$ cat config.mk
export PLATFORM = sky130hd
export DESIGN_NAME = vga_timing_flat
export DESIGN_NICKNAME = d
export VERILOG_FILES = /design/src/rtl/vga_pkg.sv /design/src/rtl/vga_timing_if.sv /design/src/rtl/vga_axis_counter.sv /design/src/rtl/vga_timing.sv /design/src/flat_wrapper.sv
export SDC_FILE = /design/constraint.sdc
export NUM_CORES = 1
export LEC_CHECK = 0
export CAP_MARGIN = 20
export CORE_MARGIN = 2
export CORE_UTILIZATION = 51
export DETAILED_ROUTE_END_ITERATION = 7
export PLACE_DENSITY = 0.84
export SETUP_SLACK_MARGIN = 0.4
export SLEW_MARGIN = 15
export SYNTH_ARGS = -nofsm -noshare
export SYNTH_HDL_FRONTEND = slang
export SYNTH_HIERARCHICAL = 1
export SYNTH_SLANG_ARGS = --single-unit
export TNS_END_PERCENT = 20
$ cat constraint.sdc
create_clock -name clk -period 2.8 [get_ports clk]
set_input_delay 0.56 -clock clk [delete_from_list [all_inputs] [get_ports clk]]
set_output_delay 0.56 -clock clk [all_outputs]
set_load 0.01 [all_outputs]
$ cat src/rtl/vga_pkg.sv
// ============================================================================
//  Module      : vga_pkg
//  Description : Shared VGA 640x480@60 timing constants, derived totals,
//                sync window bounds and screen size for renderers.
//  Revision    : 1.0 - initial release
// ============================================================================
`default_nettype none

package vga_pkg;

   localparam int COORD_W     = 10;
   localparam int FRAME_CNT_W = 16;

   localparam int H_ACTIVE = 640;
   localparam int H_FP     = 16;
   localparam int H_SYNC   = 96;
   localparam int H_BP     = 48;
   localparam int V_ACTIVE = 480;
   localparam int V_FP     = 10;
   localparam int V_SYNC   = 2;
   localparam int V_BP     = 33;
   localparam bit SYNC_POL = 1'b0;

   localparam int H_TOTAL      = H_ACTIVE + H_FP + H_SYNC + H_BP;
   localparam int V_TOTAL      = V_ACTIVE + V_FP + V_SYNC + V_BP;
   localparam int H_SYNC_START = H_ACTIVE + H_FP;
   localparam int H_SYNC_END   = H_SYNC_START + H_SYNC;
   localparam int V_SYNC_START = V_ACTIVE + V_FP;
   localparam int V_SYNC_END   = V_SYNC_START + V_SYNC;

   localparam int SCREEN_X = H_ACTIVE;
   localparam int SCREEN_Y = V_ACTIVE;

endpackage

`default_nettype wire

$ cat src/rtl/vga_timing_if.sv
// ============================================================================
//  Module      : vga_timing_if
//  Description : Raster position/sync bundle between timing block and
//                its consumers (renderers, compositor).
//  Revision    : 1.0 - initial release
// ============================================================================
`default_nettype none

interface vga_timing_if;
   import vga_pkg::*;

   logic                   pix_en;
   logic [COORD_W-1:0]     x;
   logic [COORD_W-1:0]     y;
   logic                   active;
   logic                   hsync;
   logic                   vsync;
   logic                   line_start;
   logic                   frame_start;
   logic [FRAME_CNT_W-1:0] frame_cnt;

   modport master (
      input  pix_en,
      output x, y, active, hsync, vsync, line_start, frame_start, frame_cnt
   );

   modport slave (
      output pix_en,
      input  x, y, active, hsync, vsync, line_start, frame_start, frame_cnt
   );

endinterface

`default_nettype wire

$ cat src/rtl/vga_axis_counter.sv
// ============================================================================
//  Module      : vga_axis_counter
//  Description : Wrapping position counter for one raster axis with
//                terminal count and registered sync/active window decode.
//  Revision    : 1.0 - initial release
// ============================================================================
`default_nettype none

module vga_axis_counter
   import vga_pkg::*;
#(
   parameter int TOTAL      = H_TOTAL,
   parameter int ACT_END    = H_ACTIVE,
   parameter int SYNC_START = H_SYNC_START,
   parameter int SYNC_END   = H_SYNC_END,
   parameter bit POL        = SYNC_POL
) (
   input  logic               clk,
   input  logic               rst_n,
   input  logic               inc,
   output logic [COORD_W-1:0] count,
   output logic               tc,
   output logic               act,
   output logic               sync
);

   localparam logic [COORD_W-1:0] LAST    = COORD_W'(TOTAL - 1);
   localparam logic [COORD_W-1:0] ACT_C   = COORD_W'(ACT_END);
   localparam logic [COORD_W-1:0] SS_C    = COORD_W'(SYNC_START);
   localparam logic [COORD_W-1:0] SE_C    = COORD_W'(SYNC_END);
   localparam logic [COORD_W-1:0] ONE     = COORD_W'(1);

   logic [COORD_W-1:0] count_nxt;
   logic               act_nxt;
   logic               sync_nxt;

   assign tc = (count == LAST);

   // Window decode works on the next count so act/sync land with the position.
   always_comb begin
      count_nxt = count;
      if (inc) begin
         count_nxt = tc ? '0 : count + ONE;
      end
      act_nxt  = (count_nxt < ACT_C);
      sync_nxt = ((count_nxt >= SS_C) && (count_nxt < SE_C)) ? POL : ~POL;
   end

   always_ff @(posedge clk or negedge rst_n) begin
      if (!rst_n) begin
         count <= '0;
         act   <= 1'b1;
         sync  <= ~POL;
      end else begin
         count <= count_nxt;
         act   <= act_nxt;
         sync  <= sync_nxt;
      end
   end

endmodule

`default_nettype wire

$ cat src/rtl/vga_timing.sv
// ============================================================================
//  Module      : vga_timing
//  Description : VGA raster timing generator: x/y position, syncs, active
//                flag, line/frame start pulses and completed-frame count.
//  Revision    : 1.0 - initial release
// ============================================================================
`default_nettype none

module vga_timing
   import vga_pkg::COORD_W, vga_pkg::FRAME_CNT_W;
#(
   parameter int H_ACTIVE = vga_pkg::H_ACTIVE,
   parameter int H_FP     = vga_pkg::H_FP,
   parameter int H_SYNC   = vga_pkg::H_SYNC,
   parameter int H_BP     = vga_pkg::H_BP,
   parameter int V_ACTIVE = vga_pkg::V_ACTIVE,
   parameter int V_FP     = vga_pkg::V_FP,
   parameter int V_SYNC   = vga_pkg::V_SYNC,
   parameter int V_BP     = vga_pkg::V_BP,
   parameter bit SYNC_POL = vga_pkg::SYNC_POL
) (
   input  logic         clk,
   input  logic         rst_n,
   vga_timing_if.master bus
);

   localparam int H_TOTAL_L = H_ACTIVE + H_FP + H_SYNC + H_BP;
   localparam int V_TOTAL_L = V_ACTIVE + V_FP + V_SYNC + V_BP;
   localparam int H_SS_L    = H_ACTIVE + H_FP;
   localparam int V_SS_L    = V_ACTIVE + V_FP;

   logic [COORD_W-1:0]     h_count;
   logic [COORD_W-1:0]     v_count;
   logic                   h_tc;
   logic                   v_tc;
   logic                   h_act;
   logic                   v_act;
   logic                   h_sync;
   logic                   v_sync;
   logic                   v_inc;
   logic                   line_start_q;
   logic                   frame_start_q;
   logic [FRAME_CNT_W-1:0] frame_cnt_q;

   // The vertical axis steps only on the enabled cycle that wraps the line.
   assign v_inc = bus.pix_en & h_tc;

   vga_axis_counter #(
      .TOTAL      (H_TOTAL_L),
      .ACT_END    (H_ACTIVE),
      .SYNC_START (H_SS_L),
      .SYNC_END   (H_SS_L + H_SYNC),
      .POL        (SYNC_POL)
   ) u_h_axis (
      .clk   (clk),
      .rst_n (rst_n),
      .inc   (bus.pix_en),
      .count (h_count),
      .tc    (h_tc),
      .act   (h_act),
      .sync  (h_sync)
   );

   vga_axis_counter #(
      .TOTAL      (V_TOTAL_L),
      .ACT_END    (V_ACTIVE),
      .SYNC_START (V_SS_L),
      .SYNC_END   (V_SS_L + V_SYNC),
      .POL        (SYNC_POL)
   ) u_v_axis (
      .clk   (clk),
      .rst_n (rst_n),
      .inc   (v_inc),
      .count (v_count),
      .tc    (v_tc),
      .act   (v_act),
      .sync  (v_sync)
   );

   always_ff @(posedge clk or negedge rst_n) begin
      if (!rst_n) begin
         line_start_q  <= 1'b0;
         frame_start_q <= 1'b0;
         frame_cnt_q   <= '0;
      end else begin
         line_start_q  <= v_inc;
         frame_start_q <= v_inc & v_tc;
         if (v_inc && v_tc) begin
            frame_cnt_q <= frame_cnt_q + FRAME_CNT_W'(1);
         end
      end
   end

   assign bus.x           = h_count;
   assign bus.y           = v_count;
   assign bus.active      = h_act & v_act;
   assign bus.hsync       = h_sync;
   assign bus.vsync       = v_sync;
   assign bus.line_start  = line_start_q;
   assign bus.frame_start = frame_start_q;
   assign bus.frame_cnt   = frame_cnt_q;

endmodule

`default_nettype wire

$ cat src/flat_wrapper.sv
// flat-port wrapper written by rule: the top's interface ports become plain ports
module vga_timing_flat import vga_pkg::COORD_W, vga_pkg::FRAME_CNT_W;
#(
   parameter int H_ACTIVE = vga_pkg::H_ACTIVE,
   parameter int H_FP     = vga_pkg::H_FP,
   parameter int H_SYNC   = vga_pkg::H_SYNC,
   parameter int H_BP     = vga_pkg::H_BP,
   parameter int V_ACTIVE = vga_pkg::V_ACTIVE,
   parameter int V_FP     = vga_pkg::V_FP,
   parameter int V_SYNC   = vga_pkg::V_SYNC,
   parameter int V_BP     = vga_pkg::V_BP,
   parameter bit SYNC_POL = vga_pkg::SYNC_POL
)
  (clk, rst_n, bus_pix_en, bus_x, bus_y, bus_active, bus_hsync, bus_vsync, bus_line_start, bus_frame_start, bus_frame_cnt);
  vga_timing_if bus_i ();
  input  logic clk;
  input  logic rst_n;
  input wire logic [$bits(bus_i.pix_en)-1:0] bus_pix_en;
  output wire logic [$bits(bus_i.x)-1:0] bus_x;
  output wire logic [$bits(bus_i.y)-1:0] bus_y;
  output wire logic [$bits(bus_i.active)-1:0] bus_active;
  output wire logic [$bits(bus_i.hsync)-1:0] bus_hsync;
  output wire logic [$bits(bus_i.vsync)-1:0] bus_vsync;
  output wire logic [$bits(bus_i.line_start)-1:0] bus_line_start;
  output wire logic [$bits(bus_i.frame_start)-1:0] bus_frame_start;
  output wire logic [$bits(bus_i.frame_cnt)-1:0] bus_frame_cnt;
  assign bus_i.pix_en = bus_pix_en;
  assign bus_x = bus_i.x;
  assign bus_y = bus_i.y;
  assign bus_active = bus_i.active;
  assign bus_hsync = bus_i.hsync;
  assign bus_vsync = bus_i.vsync;
  assign bus_line_start = bus_i.line_start;
  assign bus_frame_start = bus_i.frame_start;
  assign bus_frame_cnt = bus_i.frame_cnt;
  vga_timing #(.H_ACTIVE(H_ACTIVE), .H_FP(H_FP), .H_SYNC(H_SYNC), .H_BP(H_BP), .V_ACTIVE(V_ACTIVE), .V_FP(V_FP), .V_SYNC(V_SYNC), .V_BP(V_BP), .SYNC_POL(SYNC_POL)) u_core (.clk(clk), .rst_n(rst_n), .bus(bus_i));
endmodule
# Yosys cells after proc, flatten, opt, wreduce, memory -nomap -nowiden
# Cells that the tools add are included.
[classes] n_addsub=3 n_lt_le_gt_ge=6 eq_ne=2 n_mux=6 bitwise_logic=3 n_reduce_logical=3
[op_table] op="10-bit 2-to-1 mux" n=4
[op_table] op="10-bit by 1-bit adder with 10-bit output, second input constant" n=2
[op_table] op="10-bit == test, second input constant" n=2
[op_table] op="10-bit less-than comparator, second input constant" n=2
[op_table] op="10-bit by 9-bit less-than comparator with 1-bit output, second input constant" n=2
[op_table] op="16-bit by 1-bit adder with 16-bit output, second input constant" n=1
[op_table] op="10-bit >= comparator, second input constant" n=1
[op_table] op="10-bit by 9-bit >= comparator with 1-bit output, second input constant" n=1
[op_table] op="1-bit AND" n=3
[op_table] op="1-bit logical AND" n=3
[op_table] op="1-bit 2-to-1 mux" n=2
[totals] reg_bits=42 inputBits=3 output_inout_bits=41 word_cells=32

# Logic depth before layout (Yosys ltp)
# Gate-level depths: netlist (run 1).
[logic_depth] ltp_word=6 mapped_depth=9 depth_no_buf=8

# By module
# Netlist (run 1), hierarchy kept.
[by_module_without_submodules] module="vga_timing" instances=1 cells_per_inst=67 area_per_inst_um2=775.7 seq_area_each_um2=450.4
[by_module_without_submodules] module="vga_axis_counter at u_core.u_v_axis" instances=1 cells_per_inst=69 area_per_inst_um2=716.9 seq_area_each_um2=302.8
[by_module_without_submodules] module="vga_axis_counter at u_core.u_h_axis" instances=1 cells_per_inst=69 area_per_inst_um2=674.4 seq_area_each_um2=302.8

# Worst setup path before layout (run 1)
# OpenSTA, ideal clock, no wires.
[synth_timing] path_kind="reg2reg" start="register u_core.u_h_axis.count[7]" end="register u_core.u_v_axis.sync" setup_time_ns=0.064 arrival_ns=2.550 required_time_ns=2.736 path_slack_ns=0.185 stages_incl_launch_ff=9 path_cell_list="dfrtp_1 -> buf_2 -> or4b_1 -> nor3_2 -> and2_1 -> nand4_4 -> or4_4 -> a22oi_4 -> nand3b_1"
[synth_via] elab_chain_len=6 word_cells_on_any_way=7
[synth_rtl] item="start, declared" line="vga_axis_counter.sv:21" source="output logic [COORD_W-1:0] count,"
[synth_rtl] item="start signal, assigned" line="vga_axis_counter.sv:55" source="count <= count_nxt;"
[synth_rtl] item="10-bit == test *" line="vga_axis_counter.sv:37" source="assign tc = (count == LAST);"
[synth_rtl] item="named net u_core.h_tc" line="vga_timing.sv:34" source="logic h_tc;"
[synth_rtl] item="1-bit AND *" line="vga_timing.sv:46" source="assign v_inc = bus.pix_en & h_tc;"
[synth_rtl] item="named net u_core.v_inc" line="vga_timing.sv:40" source="logic v_inc;"
[synth_rtl] item="10-bit 2-to-1 mux *" line="vga_axis_counter.sv:42" source="if (inc) begin"
[synth_rtl] item="named net u_core.u_v_axis.count_nxt[9]" line="vga_axis_counter.sv:33" source="logic [COORD_W-1:0] count_nxt;"
[synth_rtl] item="10-bit by 9-bit >= comparator with 1-bit output or 10-bit by 9-bit less-than comparator with 1-bit output (tied branches)" line="vga_axis_counter.sv:46" source="sync_nxt = ((count_nxt >= SS_C) && (count_nxt < SE_C)) ? POL : ~POL;"
[synth_rtl] item="1-bit logical AND *" line="vga_axis_counter.sv:46"
[synth_rtl] item="1-bit 2-to-1 mux *" line="vga_axis_counter.sv:46"
[synth_rtl] item="named net u_core.u_v_axis.sync_nxt" line="vga_axis_counter.sv:35" source="logic sync_nxt;"
[synth_rtl] item="end signal, assigned" line="vga_axis_counter.sv:53" source="sync <= ~POL;"
[synth_rtl] item="end signal, assigned" line="vga_axis_counter.sv:57" source="sync <= sync_nxt;"
[synth_rtl] item="end, declared" line="vga_axis_counter.sv:24" source="output logic sync"
# Mark *: on every way through the listed nets, which the timed path passes. The rest lies on a longest branch.
# A chain may end at the register's enable or synchronous reset.

# Worst setup path in the final report (run 1)
[layout_timing] start="register u_core.u_h_axis.count[6]" end="register u_core.u_v_axis.sync"
# Same word-level chain as after synthesis.

==> run summary, run 1 <==
Antenna violations before repair: 0
Global-route wire length before repair: 7490 um
H-tree levels: 2
Drt total wl: 4740 um
Largest cells by area after synthesis: dfrtp_1 (44%), xnor2_1 (5.7%), dfstp_2 (4.8%), xor2_1 (4.8%), nand2_1 (3.8%)
Power per cell area: 500 nW/um^2
GRT overflow: 0
Post-route ant nets: 0
YS warnings: 6
Largest net degree at the start of global routing: 43
Port bufs: 43
Mux cell area share after synthesis: 0.0144
Top-area cell type share of the netlist area: 0.439
Residual DRC: 0
Kind of end point of the critical path: flop
Final hold slack: 0.378 ns
Maximum clock frequency: 414 MHz
Routed vias/inst: 5.61
Final Hold Fails: 0
Crit Path Class: flop to flop
Critical path buffer and inverter count: 0
Core area: 4060 sq um
Starting density of the core: 0.534
Startpoint Class: flop
Fraction of registers with async set/reset: 1.00
Hold Path Class: input pin to async pin
Synth Area in XOR/XNOR: 0.105
Max stage delay on crit path: 0.57 ns
P&R area growth vs syn: 31.8%
Synth unique cells: 52
GPL Wtd Cong: 0.927
Synth Instances: 205
Register area share after synthesis: 0.487
Most common cell after layout, fill and taps aside: clkdlybuf4s50_1
Final setup viols: 0
Max-Cap Viols: 0
Crit-path max FO: 7
Final #Nets: 268
Run status: complete, no violations
Pleak: 0.00123 uW
Worst Path Required: 3.03 ns
Compound-gate portion of the synthesized area: 0.0889
1st-iter DRT viols: 158
CTS tree: yes
Clk slew on worst S/H paths: 0.09 ns
Yosys reg bits: 42
Maximum vdd drop: 0.357 mV
Synth area leader: dfrtp_1
Worst path slowest cell: or4b_4
DRT Pass-1 Iters: 6
Critical path arrival: 2.65 ns
Main combinational cell family by area after synthesis: simple AND/OR/NAND/NOR gates
CTS Buf Count: 5
Post-synthesis simple-gate area fraction: 0.252
Ant diodes: 0
Slew margin rel.: 0.416
Levels on crit path: 7
Worst path top cell family by delay: simple AND/OR/NAND/NOR gates
Max Slew Vio Count: 0
Die Area: 4790 sq um
Number of synthesized flops with an enable pin: 0
GRT Resource Usage Total: 0.195
Io pins: 44
Post-route minimum period: 2.42 ns
Worst r2r path cells: 7
Post-synth top flop: dfrtp_1
Share of cells above drive strength 1: 0.206
# clock sinks: 42
Syn Area/Cell: 10.6 sq um
Root Driver: clkbuf_8
Hold-fix buffers, CTS: 0
HPWL after detailed placement: 3270 um
Final Skew: 0.0128 ns
CP cell instances: or4b_4 -> nor3_4 -> and2_4 -> nand4_4 -> or4_4 -> a22oi_4 -> nand3b_1
Vias in the first global route: 1,620
Mapped cell area: 2170 sq um
Most frequent cells in the layout: clkdlybuf4s50_1 (42), dfrtp_1 (35), nand2_1 (22)
Chip width: 69.2 um
Part of the cycle the worst path needs: 0.863
Post-Synth Adder-Cell Area: 0.0231
Chip height: 69.2 um
RSZ-0062 raised after global routing: yes
Setup TNS: 0 ns
Vias post-DR: 1,751
Final Power: 1430 uW
Skew-Pair Late Insertion Delay: 0.30 ns
Row count: 23
WL per Instance: 15.2 um
Worst slew pin tran: 0.877 ns
CTS Buffer Depth: 2
Net count after synthesis: 212
[flip-flops by register name, indices dropped and copies added, names as in the netlist]
| name | flops |
|---|---|
| u_core/u_v_axis/count | 10 |
| u_core/bus.line_start | 1 |
| u_core/u_h_axis/act | 1 |
| u_core/u_v_axis/act | 1 |
| u_core/bus.frame_start | 1 |
| u_core/u_h_axis/sync | 1 |
| u_core/u_h_axis/count | 10 |
| u_core/bus.frame_cnt | 16 |
| u_core/u_v_axis/sync | 1 |
[timing repair]
action                                  CTS  global route
endpoints found under the setup margin   10            16
setup buffers                             3             3
resized for setup                         3             7
pin swaps                                 2             5
[final timing paths]
path | startpoint | end | slack (ns)
setup / recovery | u_core/u_h_axis/count[6] | u_core/u_v_axis/sync | 0.38
hold / removal | rst_n | u_core/bus.frame_cnt[0] | 0.38
setup reg to reg | u_core/u_h_axis/count[6] | u_core/u_v_axis/sync | 0.38
hold reg to reg | u_core/bus.frame_cnt[15] | u_core/bus.frame_cnt[15] | 0.48
max in group asynchronous | rst_n | u_core/u_h_axis/count[1] | 1.82
min in group clk | u_core/bus.frame_cnt[15] | u_core/bus.frame_cnt[15] | 0.48
[cells by family after synthesis]
| group | count (synthesis) |
|---|---|
| adders and majority gates | 4 |
| xor gates and xnor gates | 26 |
| muxes | 3 |
| and+or+nand+nor | 90 |
| DFF | 42 |
| AOI/OAI and AO/OA | 27 |
| buffers and inverters | 13 |
[layer usage]
metal  global-route usage  routed length (um)  vias to the layer above
met3               0.0451                 258                        8
met2                0.323                2330                       61
met1                0.251                2080                      842
met5                    0                   0                        -
li1                     -                   -                      840
met4               0.0697                  68                        0
[report_power, final]
part / switching [uW] / internal, uW
sequential: 70.8 / 652
clock: 205 / 198
combinational: 155 / 148
total: 430 / 998
[per-stage QoR]
step | util | setup slack (ns) | instances | cell area, sq um
final | 0.704 | 0.383 | 312 | 2860
after global placement | 0.660 | 0.298 | 298 | 2680
after global routing | 0.704 | 0.305 | 312 | 2860
after detailed placement | 0.660 | 0.223 | 298 | 2680
after floorplan | - | 0.395 | 205 | 2190
after CTS | 0.691 | 0.418 | 309 | 2800
[synthesized netlist by cell type, drive strengths merged (2+ instances only)]
master and number:
nand4 10, dfrtp 38, clkbuf 2, ha 4, o21ai 8, and4 3, a21oi 5, or4 3
nor2 18, nand2 22, buf 5, o31ai 3, and4b 2, xnor2 14, dfstp 4, or2 2
or3 3, nand3 12, xor2 12, a211oi 2, and2 2, inv 6, mux2i 2, nor3 4
and3 2
[cell type report]
class	instances	area (sq um)
Clock buffer	6	82.6
Clock inverter	2	12.5
Fill cell	293	1200
Inverter	6	22.5
Multi-Input combinational cell	150	1090
Sequential cell	42	1060
Tap cell	50	62.6
Timing Repair Buffer	56	523
(Power assumes the default switching activity.)
==> run 2: changes to the inputs <==
--- a/config.mk
+++ b/config.mk
@@ -5,6 +5,7 @@
 export SDC_FILE = /design/constraint.sdc
 export NUM_CORES = 1
 export LEC_CHECK = 0
+export ABC_CLOCK_PERIOD_IN_PS = 2800
 export CAP_MARGIN = 20
 export CORE_MARGIN = 2
 export CORE_UTILIZATION = 51
==> results of run 2 <==
No change in the layout: final DEF, timing and power equal those of run 1.
